$ cat config.mk
export PLATFORM = sky130hd
export DESIGN_NAME = rob_commit_flat
export DESIGN_NICKNAME = d
export VERILOG_FILES = /design/src/rtl/rob_commit_pkg.sv /design/src/rtl/rob_commit_if.sv /design/src/rtl/rob_commit.sv /design/src/flat_wrapper.sv
export SDC_FILE = /design/constraint.sdc
export NUM_CORES = 2
export LEC_CHECK = 0
export CORE_AREA = 2 2 354 356
export DETAILED_ROUTE_END_ITERATION = 10
export DIE_AREA = 0 0 356 358
export HOLD_SLACK_MARGIN = 0.12
export PLACE_DENSITY = 0.57
export SLEW_MARGIN = 20
export SYNTH_ARGS = -nofsm -noshare
export SYNTH_HDL_FRONTEND = slang
export SYNTH_SLANG_ARGS = --single-unit
$ cat constraint.sdc
create_clock -name clk -period 9.3 [get_ports clk]
set_clock_uncertainty 0.2 [all_clocks]
set_input_delay 1.86 -clock clk [delete_from_list [all_inputs] [get_ports clk]]
set_output_delay 1.86 -clock clk [all_outputs]
set_load 0.1 [all_outputs]
$ cat src/rtl/rob_commit_pkg.sv
// Shared types for the reorder buffer: geometry, entry kinds and the entry record
// used by the ROB, reservation stations and register file.
package rob_commit_pkg;

  localparam int ROB_DEPTH = 16;
  localparam int TAG_W     = 4;
  localparam int CNT_W     = 5;
  localparam int XLEN      = 32;
  localparam int REG_W     = 5;

  typedef logic [TAG_W-1:0] tag_t;
  typedef logic [CNT_W-1:0] cnt_t;
  typedef logic [XLEN-1:0]  word_t;
  typedef logic [REG_W-1:0] reg_t;

  typedef enum logic [1:0] {
    KIND_SIMPLE = 2'd0,
    KIND_NORMAL = 2'd1,
    KIND_BRANCH = 2'd2,
    KIND_STORE  = 2'd3
  } rob_kind_e;

  typedef struct packed {
    logic      busy;
    logic      ready;
    rob_kind_e kind;
    reg_t      rd;
    word_t     value;
    logic      mispredict;
  } rob_entry_t;

  // A branch-or-store marked simple is a store: it has nothing left to wait for
  // in the ROB and the store buffer holds it until release. Branches wait for the CDB.
  function automatic rob_kind_e decode_kind(input logic is_simple, input logic is_branch_or_store);
    if (is_branch_or_store) return is_simple ? KIND_STORE : KIND_BRANCH;
    return is_simple ? KIND_SIMPLE : KIND_NORMAL;
  endfunction

  function automatic logic writes_rd(input rob_kind_e kind);
    return (kind == KIND_SIMPLE) || (kind == KIND_NORMAL);
  endfunction

endpackage

$ cat src/rtl/rob_commit_if.sv
// Dispatch, CDB and commit signals of the reorder buffer. The master drives
// allocation and CDB broadcasts; the slave (the ROB) returns tags and commit pulses.
interface rob_commit_if;
  import rob_commit_pkg::*;

  logic  alloc_valid;
  logic  alloc_is_simple;
  word_t alloc_simple_value;
  logic  alloc_is_branch_or_store;
  reg_t  alloc_rd;
  logic  alloc_ready;
  tag_t  alloc_tag;

  logic  cdb_valid;
  tag_t  cdb_tag;
  word_t cdb_value;
  logic  cdb_mispredict;

  logic  register_update_flag;
  reg_t  register_commit_dest;
  word_t register_commit_value;
  tag_t  rename_of_commit_ins;
  logic  register_flush;
  logic  store_commit;
  tag_t  store_commit_tag;

  modport master (
    output alloc_valid, alloc_is_simple, alloc_simple_value, alloc_is_branch_or_store, alloc_rd,
    output cdb_valid, cdb_tag, cdb_value, cdb_mispredict,
    input  alloc_ready, alloc_tag,
    input  register_update_flag, register_commit_dest, register_commit_value, rename_of_commit_ins,
    input  register_flush, store_commit, store_commit_tag
  );

  modport slave (
    input  alloc_valid, alloc_is_simple, alloc_simple_value, alloc_is_branch_or_store, alloc_rd,
    input  cdb_valid, cdb_tag, cdb_value, cdb_mispredict,
    output alloc_ready, alloc_tag,
    output register_update_flag, register_commit_dest, register_commit_value, rename_of_commit_ins,
    output register_flush, store_commit, store_commit_tag
  );

endinterface

$ cat src/rtl/rob_commit.sv
// 16-entry reorder buffer: in-order allocation, out-of-order completion via the CDB,
// in-order commit of at most one entry per cycle with registered commit pulses.
module rob_commit
  import rob_commit_pkg::*;
(
  input  logic         clk,
  input  logic         rst_n,
  input  logic         rdy,
  rob_commit_if.slave  bus
);

  rob_entry_t entries_q [ROB_DEPTH];
  rob_entry_t entries_d [ROB_DEPTH];
  tag_t       head_q, head_d;
  tag_t       tail_q, tail_d;
  cnt_t       count_q, count_d;

  logic       upd_q, upd_d;
  logic       flush_q, flush_d;
  logic       store_q, store_d;
  reg_t       dest_q, dest_d;
  word_t      value_q, value_d;
  tag_t       rename_q, rename_d;
  tag_t       store_tag_q, store_tag_d;

  rob_entry_t head_entry;
  logic       rob_full;
  logic       commit_fire;
  logic       flush_fire;
  logic       alloc_fire;
  logic       cdb_fire;

  assign head_entry = entries_q[head_q];
  assign rob_full   = (count_q == cnt_t'(ROB_DEPTH));

  // alloc_ready looks at count only, so a commit in the same cycle never frees a
  // slot early for an allocation into a full buffer.
  assign bus.alloc_ready = !rob_full;
  assign bus.alloc_tag   = tail_q;

  assign commit_fire = rdy && (count_q != '0) && head_entry.busy && head_entry.ready;
  assign flush_fire  = commit_fire && (head_entry.kind == KIND_BRANCH) && head_entry.mispredict;
  assign alloc_fire  = rdy && bus.alloc_valid && !rob_full && !flush_fire;
  assign cdb_fire    = rdy && bus.cdb_valid && entries_q[bus.cdb_tag].busy && !flush_fire;

  always_comb begin
    // NOTE: every signal assigned here gets a default first, so no path leaves one
    // unassigned and no latch is inferred.
    entries_d   = entries_q;
    head_d      = head_q;
    tail_d      = tail_q;
    count_d     = count_q;
    upd_d       = 1'b0;
    flush_d     = 1'b0;
    store_d     = 1'b0;
    dest_d      = dest_q;
    value_d     = value_q;
    rename_d    = rename_q;
    store_tag_d = store_tag_q;

    if (cdb_fire) begin
      entries_d[bus.cdb_tag].ready      = 1'b1;
      entries_d[bus.cdb_tag].value      = bus.cdb_value;
      entries_d[bus.cdb_tag].mispredict = bus.cdb_mispredict;
    end

    // The tail slot is never busy while the buffer has room, so it cannot collide
    // with a CDB write in the same cycle.
    if (alloc_fire) begin
      entries_d[tail_q].busy       = 1'b1;
      entries_d[tail_q].ready      = bus.alloc_is_simple;
      entries_d[tail_q].kind       = decode_kind(bus.alloc_is_simple, bus.alloc_is_branch_or_store);
      entries_d[tail_q].rd         = bus.alloc_rd;
      entries_d[tail_q].value      = bus.alloc_is_simple ? bus.alloc_simple_value : '0;
      entries_d[tail_q].mispredict = 1'b0;
      tail_d                       = tail_q + tag_t'(1);
    end

    if (commit_fire) begin
      entries_d[head_q].busy = 1'b0;
      head_d                 = head_q + tag_t'(1);
      if (writes_rd(head_entry.kind)) begin
        upd_d    = 1'b1;
        dest_d   = head_entry.rd;
        value_d  = head_entry.value;
        rename_d = head_q;
      end
      if (head_entry.kind == KIND_STORE) begin
        store_d     = 1'b1;
        store_tag_d = head_q;
      end
    end

    unique case ({alloc_fire, commit_fire})
      2'b10:   count_d = count_q + cnt_t'(1);
      2'b01:   count_d = count_q - cnt_t'(1);
      default: count_d = count_q;
    endcase

    // A mispredicted branch discards everything younger; alloc and CDB were
    // already suppressed above, so only the pointers and flags need clearing.
    if (flush_fire) begin
      for (int i = 0; i < ROB_DEPTH; i++) begin
        entries_d[i].busy       = 1'b0;
        entries_d[i].ready      = 1'b0;
        entries_d[i].mispredict = 1'b0;
      end
      head_d  = '0;
      tail_d  = '0;
      count_d = '0;
      flush_d = 1'b1;
    end
  end

  always_ff @(posedge clk or negedge rst_n) begin
    if (!rst_n) begin
      // NOTE: the entry array is flop-based and its busy bits gate commit, so it is
      // cleared on reset rather than treated as an unreset RAM.
      for (int i = 0; i < ROB_DEPTH; i++) entries_q[i] <= '0;
      head_q      <= '0;
      tail_q      <= '0;
      count_q     <= '0;
      upd_q       <= 1'b0;
      flush_q     <= 1'b0;
      store_q     <= 1'b0;
      dest_q      <= '0;
      value_q     <= '0;
      rename_q    <= '0;
      store_tag_q <= '0;
    end else begin
      // NOTE: state registers use non-blocking assignment so every flop samples the
      // pre-edge values computed by the combinational block.
      entries_q   <= entries_d;
      head_q      <= head_d;
      tail_q      <= tail_d;
      count_q     <= count_d;
      upd_q       <= upd_d;
      flush_q     <= flush_d;
      store_q     <= store_d;
      dest_q      <= dest_d;
      value_q     <= value_d;
      rename_q    <= rename_d;
      store_tag_q <= store_tag_d;
    end
  end

  assign bus.register_update_flag  = upd_q;
  assign bus.register_commit_dest  = dest_q;
  assign bus.register_commit_value = value_q;
  assign bus.rename_of_commit_ins  = rename_q;
  assign bus.register_flush        = flush_q;
  assign bus.store_commit          = store_q;
  assign bus.store_commit_tag      = store_tag_q;

endmodule
$ cat src/flat_wrapper.sv
// flat-port wrapper written by rule: the top's interface ports become plain ports
module rob_commit_flat import rob_commit_pkg::*;
  (clk, rst_n, rdy, bus_alloc_valid, bus_alloc_is_simple, bus_alloc_simple_value, bus_alloc_is_branch_or_store, bus_alloc_rd, bus_cdb_valid, bus_cdb_tag, bus_cdb_value, bus_cdb_mispredict, bus_alloc_ready, bus_alloc_tag, bus_register_update_flag, bus_register_commit_dest, bus_register_commit_value, bus_rename_of_commit_ins, bus_register_flush, bus_store_commit, bus_store_commit_tag);
  rob_commit_if bus_i ();
  input  logic clk;
  input  logic rst_n;
  input  logic rdy;
  input wire logic [$bits(bus_i.alloc_valid)-1:0] bus_alloc_valid;
  input wire logic [$bits(bus_i.alloc_is_simple)-1:0] bus_alloc_is_simple;
  input wire logic [$bits(bus_i.alloc_simple_value)-1:0] bus_alloc_simple_value;
  input wire logic [$bits(bus_i.alloc_is_branch_or_store)-1:0] bus_alloc_is_branch_or_store;
  input wire logic [$bits(bus_i.alloc_rd)-1:0] bus_alloc_rd;
  input wire logic [$bits(bus_i.cdb_valid)-1:0] bus_cdb_valid;
  input wire logic [$bits(bus_i.cdb_tag)-1:0] bus_cdb_tag;
  input wire logic [$bits(bus_i.cdb_value)-1:0] bus_cdb_value;
  input wire logic [$bits(bus_i.cdb_mispredict)-1:0] bus_cdb_mispredict;
  output wire logic [$bits(bus_i.alloc_ready)-1:0] bus_alloc_ready;
  output wire logic [$bits(bus_i.alloc_tag)-1:0] bus_alloc_tag;
  output wire logic [$bits(bus_i.register_update_flag)-1:0] bus_register_update_flag;
  output wire logic [$bits(bus_i.register_commit_dest)-1:0] bus_register_commit_dest;
  output wire logic [$bits(bus_i.register_commit_value)-1:0] bus_register_commit_value;
  output wire logic [$bits(bus_i.rename_of_commit_ins)-1:0] bus_rename_of_commit_ins;
  output wire logic [$bits(bus_i.register_flush)-1:0] bus_register_flush;
  output wire logic [$bits(bus_i.store_commit)-1:0] bus_store_commit;
  output wire logic [$bits(bus_i.store_commit_tag)-1:0] bus_store_commit_tag;
  assign bus_i.alloc_valid = bus_alloc_valid;
  assign bus_i.alloc_is_simple = bus_alloc_is_simple;
  assign bus_i.alloc_simple_value = bus_alloc_simple_value;
  assign bus_i.alloc_is_branch_or_store = bus_alloc_is_branch_or_store;
  assign bus_i.alloc_rd = bus_alloc_rd;
  assign bus_i.cdb_valid = bus_cdb_valid;
  assign bus_i.cdb_tag = bus_cdb_tag;
  assign bus_i.cdb_value = bus_cdb_value;
  assign bus_i.cdb_mispredict = bus_cdb_mispredict;
  assign bus_alloc_ready = bus_i.alloc_ready;
  assign bus_alloc_tag = bus_i.alloc_tag;
  assign bus_register_update_flag = bus_i.register_update_flag;
  assign bus_register_commit_dest = bus_i.register_commit_dest;
  assign bus_register_commit_value = bus_i.register_commit_value;
  assign bus_rename_of_commit_ins = bus_i.rename_of_commit_ins;
  assign bus_register_flush = bus_i.register_flush;
  assign bus_store_commit = bus_i.store_commit;
  assign bus_store_commit_tag = bus_i.store_commit_tag;
  rob_commit u_core (.clk(clk), .rst_n(rst_n), .rdy(rdy), .bus(bus_i));
endmodule
==> results_dict.tcl <==
set metrics [dict create \
    holdPathStages 2 \
    synth_edf_count 0 \
    antenna_found_initial 10 \
    ys_ff_latch 733 \
    cts_setup_buffers 0 \
    cts_hold_buf 0 \
    grt-ovfl-total 0 \
    path_class "in -> reg" \
    crit_family "buffers and inverters" \
    crit_required_ns 9.68 \
    cp_slowest_cell "buf_4" \
    place_congestion 0.818 \
    fin_ws_ns 3.60 \
    netlist_top_cells_area "dfrtp_1 48%, mux4_2 12%, nand2_1 8.8%" \
    grt_pass1_wl_um 214000 \
    fp.dieW_um 356 \
    hold_path_class "reg -> reg" \
    yosysTopAreaCell "dfrtp_1" \
    drt_wl_total_um 145000 \
    core_area_um2 123000 \
    status "finished, final reports clean" \
    area_growth_pct 14.6 \
    r2r_end "u_core.entries_q[445]" \
    critPathBufInv 4 \
    design.die.area_um2 127000 \
    slowest_delay_ns 0.60 \
    wl_per_cell_um 26.8 \
    grt_usage 0.224 \
    drtPass1Iterations 8 \
    period_share 0.613 \
    post-synth-top-area-fraction 0.482 \
    holdWs_ns 0.271 \
    synth_flop_cell "dfrtp_1" \
    setup_viol_count_final 0 \
    grt_max_degree 179 \
    hold_viol_final 0 \
    row_count 129 \
    synth_cell_types 59 \
    fin_tns_setup_ns 0 \
    initial_core_util 0.309 \
    netlist_area_um2 38100 \
    synth_nets 3908 \
    clk_latency_ns 0.66 \
    synth_most_common_cell "nand2_1" \
    post_synth.cell_area_avg_um2 9.98 \
    worst-path-max-fanout 33 \
    route.vias.total 31600 \
    cts_buffers 86 \
    synth_warnings 0 \
    power_leakage_uw 0.0188 \
    r2r-start "u_core.head_q[0]" \
    critPathArrivalTime_ns 6.08 \
    synth.yosys.seq_area_share 0.482 \
    cts-resized-gates 0 \
    synthTopCellsByCount "893 x nand2_1, 733 x dfrtp_1, 375 x nor2_1" \
    cts.path.max_buffers 3 \
    timing.reg2reg.setup_slack_ns 3.70 \
    fillerInstances 12300 \
    endpoint_kind "flop" \
    cts_sinks 733 \
    cpMostUsedCell "buf_4" \
    maxCapViolations 0 \
    path_cells "buf_2 > buf_4 > mux4_2 > mux2i_1 > mux2i_4 > buf_4 > and3_1 > a21boi_4 > buf_4 > nand2_1 > a31oi_1" \
    slew_headroom 0.194 \
    grt_pass1_vias 30900 \
    io_buffers 133 \
    cp-start-kind "input pin" \
    drt_iter0_drc 3982 \
    syn_inst 3815 \
    dpl.hpwl_um 82600 \
    ant_nets 0 \
    ir_drop_v 0.000177 \
    die_h_um 358 \
    pre_cts_ws_ns 3.07 \
    fin_nets 3797 \
    path_clk_slew_ns 0.06 \
    root_buffer "clkbuf_16" \
    power_density_nw_per_um2 352 \
    rsz0062_at_grt "no" \
    ioPinCount 134 \
    fmax_ghz 0.175 \
    ys_async_sr_fraction 1.00 \
    drive_gt1_frac 0.157 \
    ff2ff_path_depth 9 \
    htreeDepth 3 \
    cts_tree "built" \
    min_period_ns 5.70 \
    via_per_inst 5.85 \
    maxSlewViolCount 0 \
    drc_errors 0 \
    tightest_slew_ns 1.20 \
]
## worst max-delay path by stage
stage                     slack (ns)              from  depth (start not counted)                    end
after detailed placement        3.07    bus_cdb_tag[3]                         11  u_core.entries_q[555]
after global placement          3.16    bus_cdb_tag[3]                         11   u_core.entries_q[11]
final                           3.60    bus_cdb_tag[3]                         11   u_core.entries_q[11]
after global routing            3.47  u_core.head_q[0]                          9  u_core.entries_q[438]
after floorplan                 4.91    bus_cdb_tag[1]                         10  u_core.entries_q[292]
after CTS                       3.73  u_core.head_q[0]                          9  u_core.entries_q[429]
## area by class of cell
type | instances | area [µm²] | share of cell area
antenna | 3 | 7.51 | 0.000172
clock inverter | 27 | 324 | 0.00743
clock buffer | 130 | 2600 | 0.0597
inverter | 51 | 191 | 0.00439
timing repair buffer | 205 | 1940 | 0.0444
multi-input combinational | 2627 | 18100 | 0.416
tap | 1637 | 2050 | 0.0470
sequential | 733 | 18400 | 0.421
## cells by family (layout without fill, tap and decap cells)
| family | after synthesis | count (layout) | share of synthesized area |
|---|---|---|---|
| xor gates and xnor gates | 6 | 6 | 0.00138 |
| AOI/OAI and AO/OA | 856 | 856 | 0.151 |
| adders and majority gates | 12 | 12 | 0.00414 |
| buffers and inverters | 455 | 413 | 0.0522 |
| other | 0 | 3 | 0 |
| DFF | 733 | 733 | 0.482 |
| and+or+nand+nor | 1413 | 1413 | 0.147 |
| muxes | 340 | 340 | 0.162 |
## per-layer routing
metal | vias to the layer above | part of all wire | GRT usage
met5 | - | 0.000097 | 0
met2 | 1756 | 0.46 | 0.353
met3 | 323 | 0.092 | 0.0445
met1 | 16100 | 0.41 | 0.307
met4 | 2 | 0.039 | 0.0831
li1 | 13400 | - | -
## tightest hold or removal path, cell delays in order, from the launching register on
cell and delay [ns]:
dfrtp_1 0.33, nand2_1 0.05, nand2_1 0.05
## through the flow
stage	utilization	cells	total power, µW	instance area (µm²)
4_1_cts	0.353	5409	15300	43600
3_3_place_gp	0.330	5252	11700	40600
6_report	0.354	5413	15300	43600
5_1_grt	0.354	5412	16100	43600
2_1_floorplan	-	3815	9980	38100
3_5_place_dp	0.330	5252	11800	40600
## cell usage in the layout (no fill, tap or decap), types with 30 or more instances in the layout
| master | synthesis | routed |
|---|---|---|
| nand2_1 | 893 | 892 |
| dfrtp_1 | 733 | 729 |
| o21ai_0 | 30 | 30 |
| clkdlybuf4s50_1 | 0 | 130 |
| nor4_1 | 35 | 35 |
| mux2_2 | 105 | 105 |
| inv_1 | 49 | 49 |
| and2_1 | 35 | 35 |
| a21oi_1 | 194 | 189 |
| clkbuf_16 | 0 | 90 |
| a221oi_1 | 103 | 103 |
| nor2_1 | 375 | 375 |
| mux4_2 | 210 | 210 |
| a22oi_1 | 112 | 112 |
| buf_4 | 5 | 67 |
| a31oi_1 | 338 | 338 |
## report_power, final
part	switching, µW	internal (µW)
Clock	1450	2100
Sequential	1020	4700
Combinational	3320	2760
No activity file was read; power rests on OpenSTA's default activity.
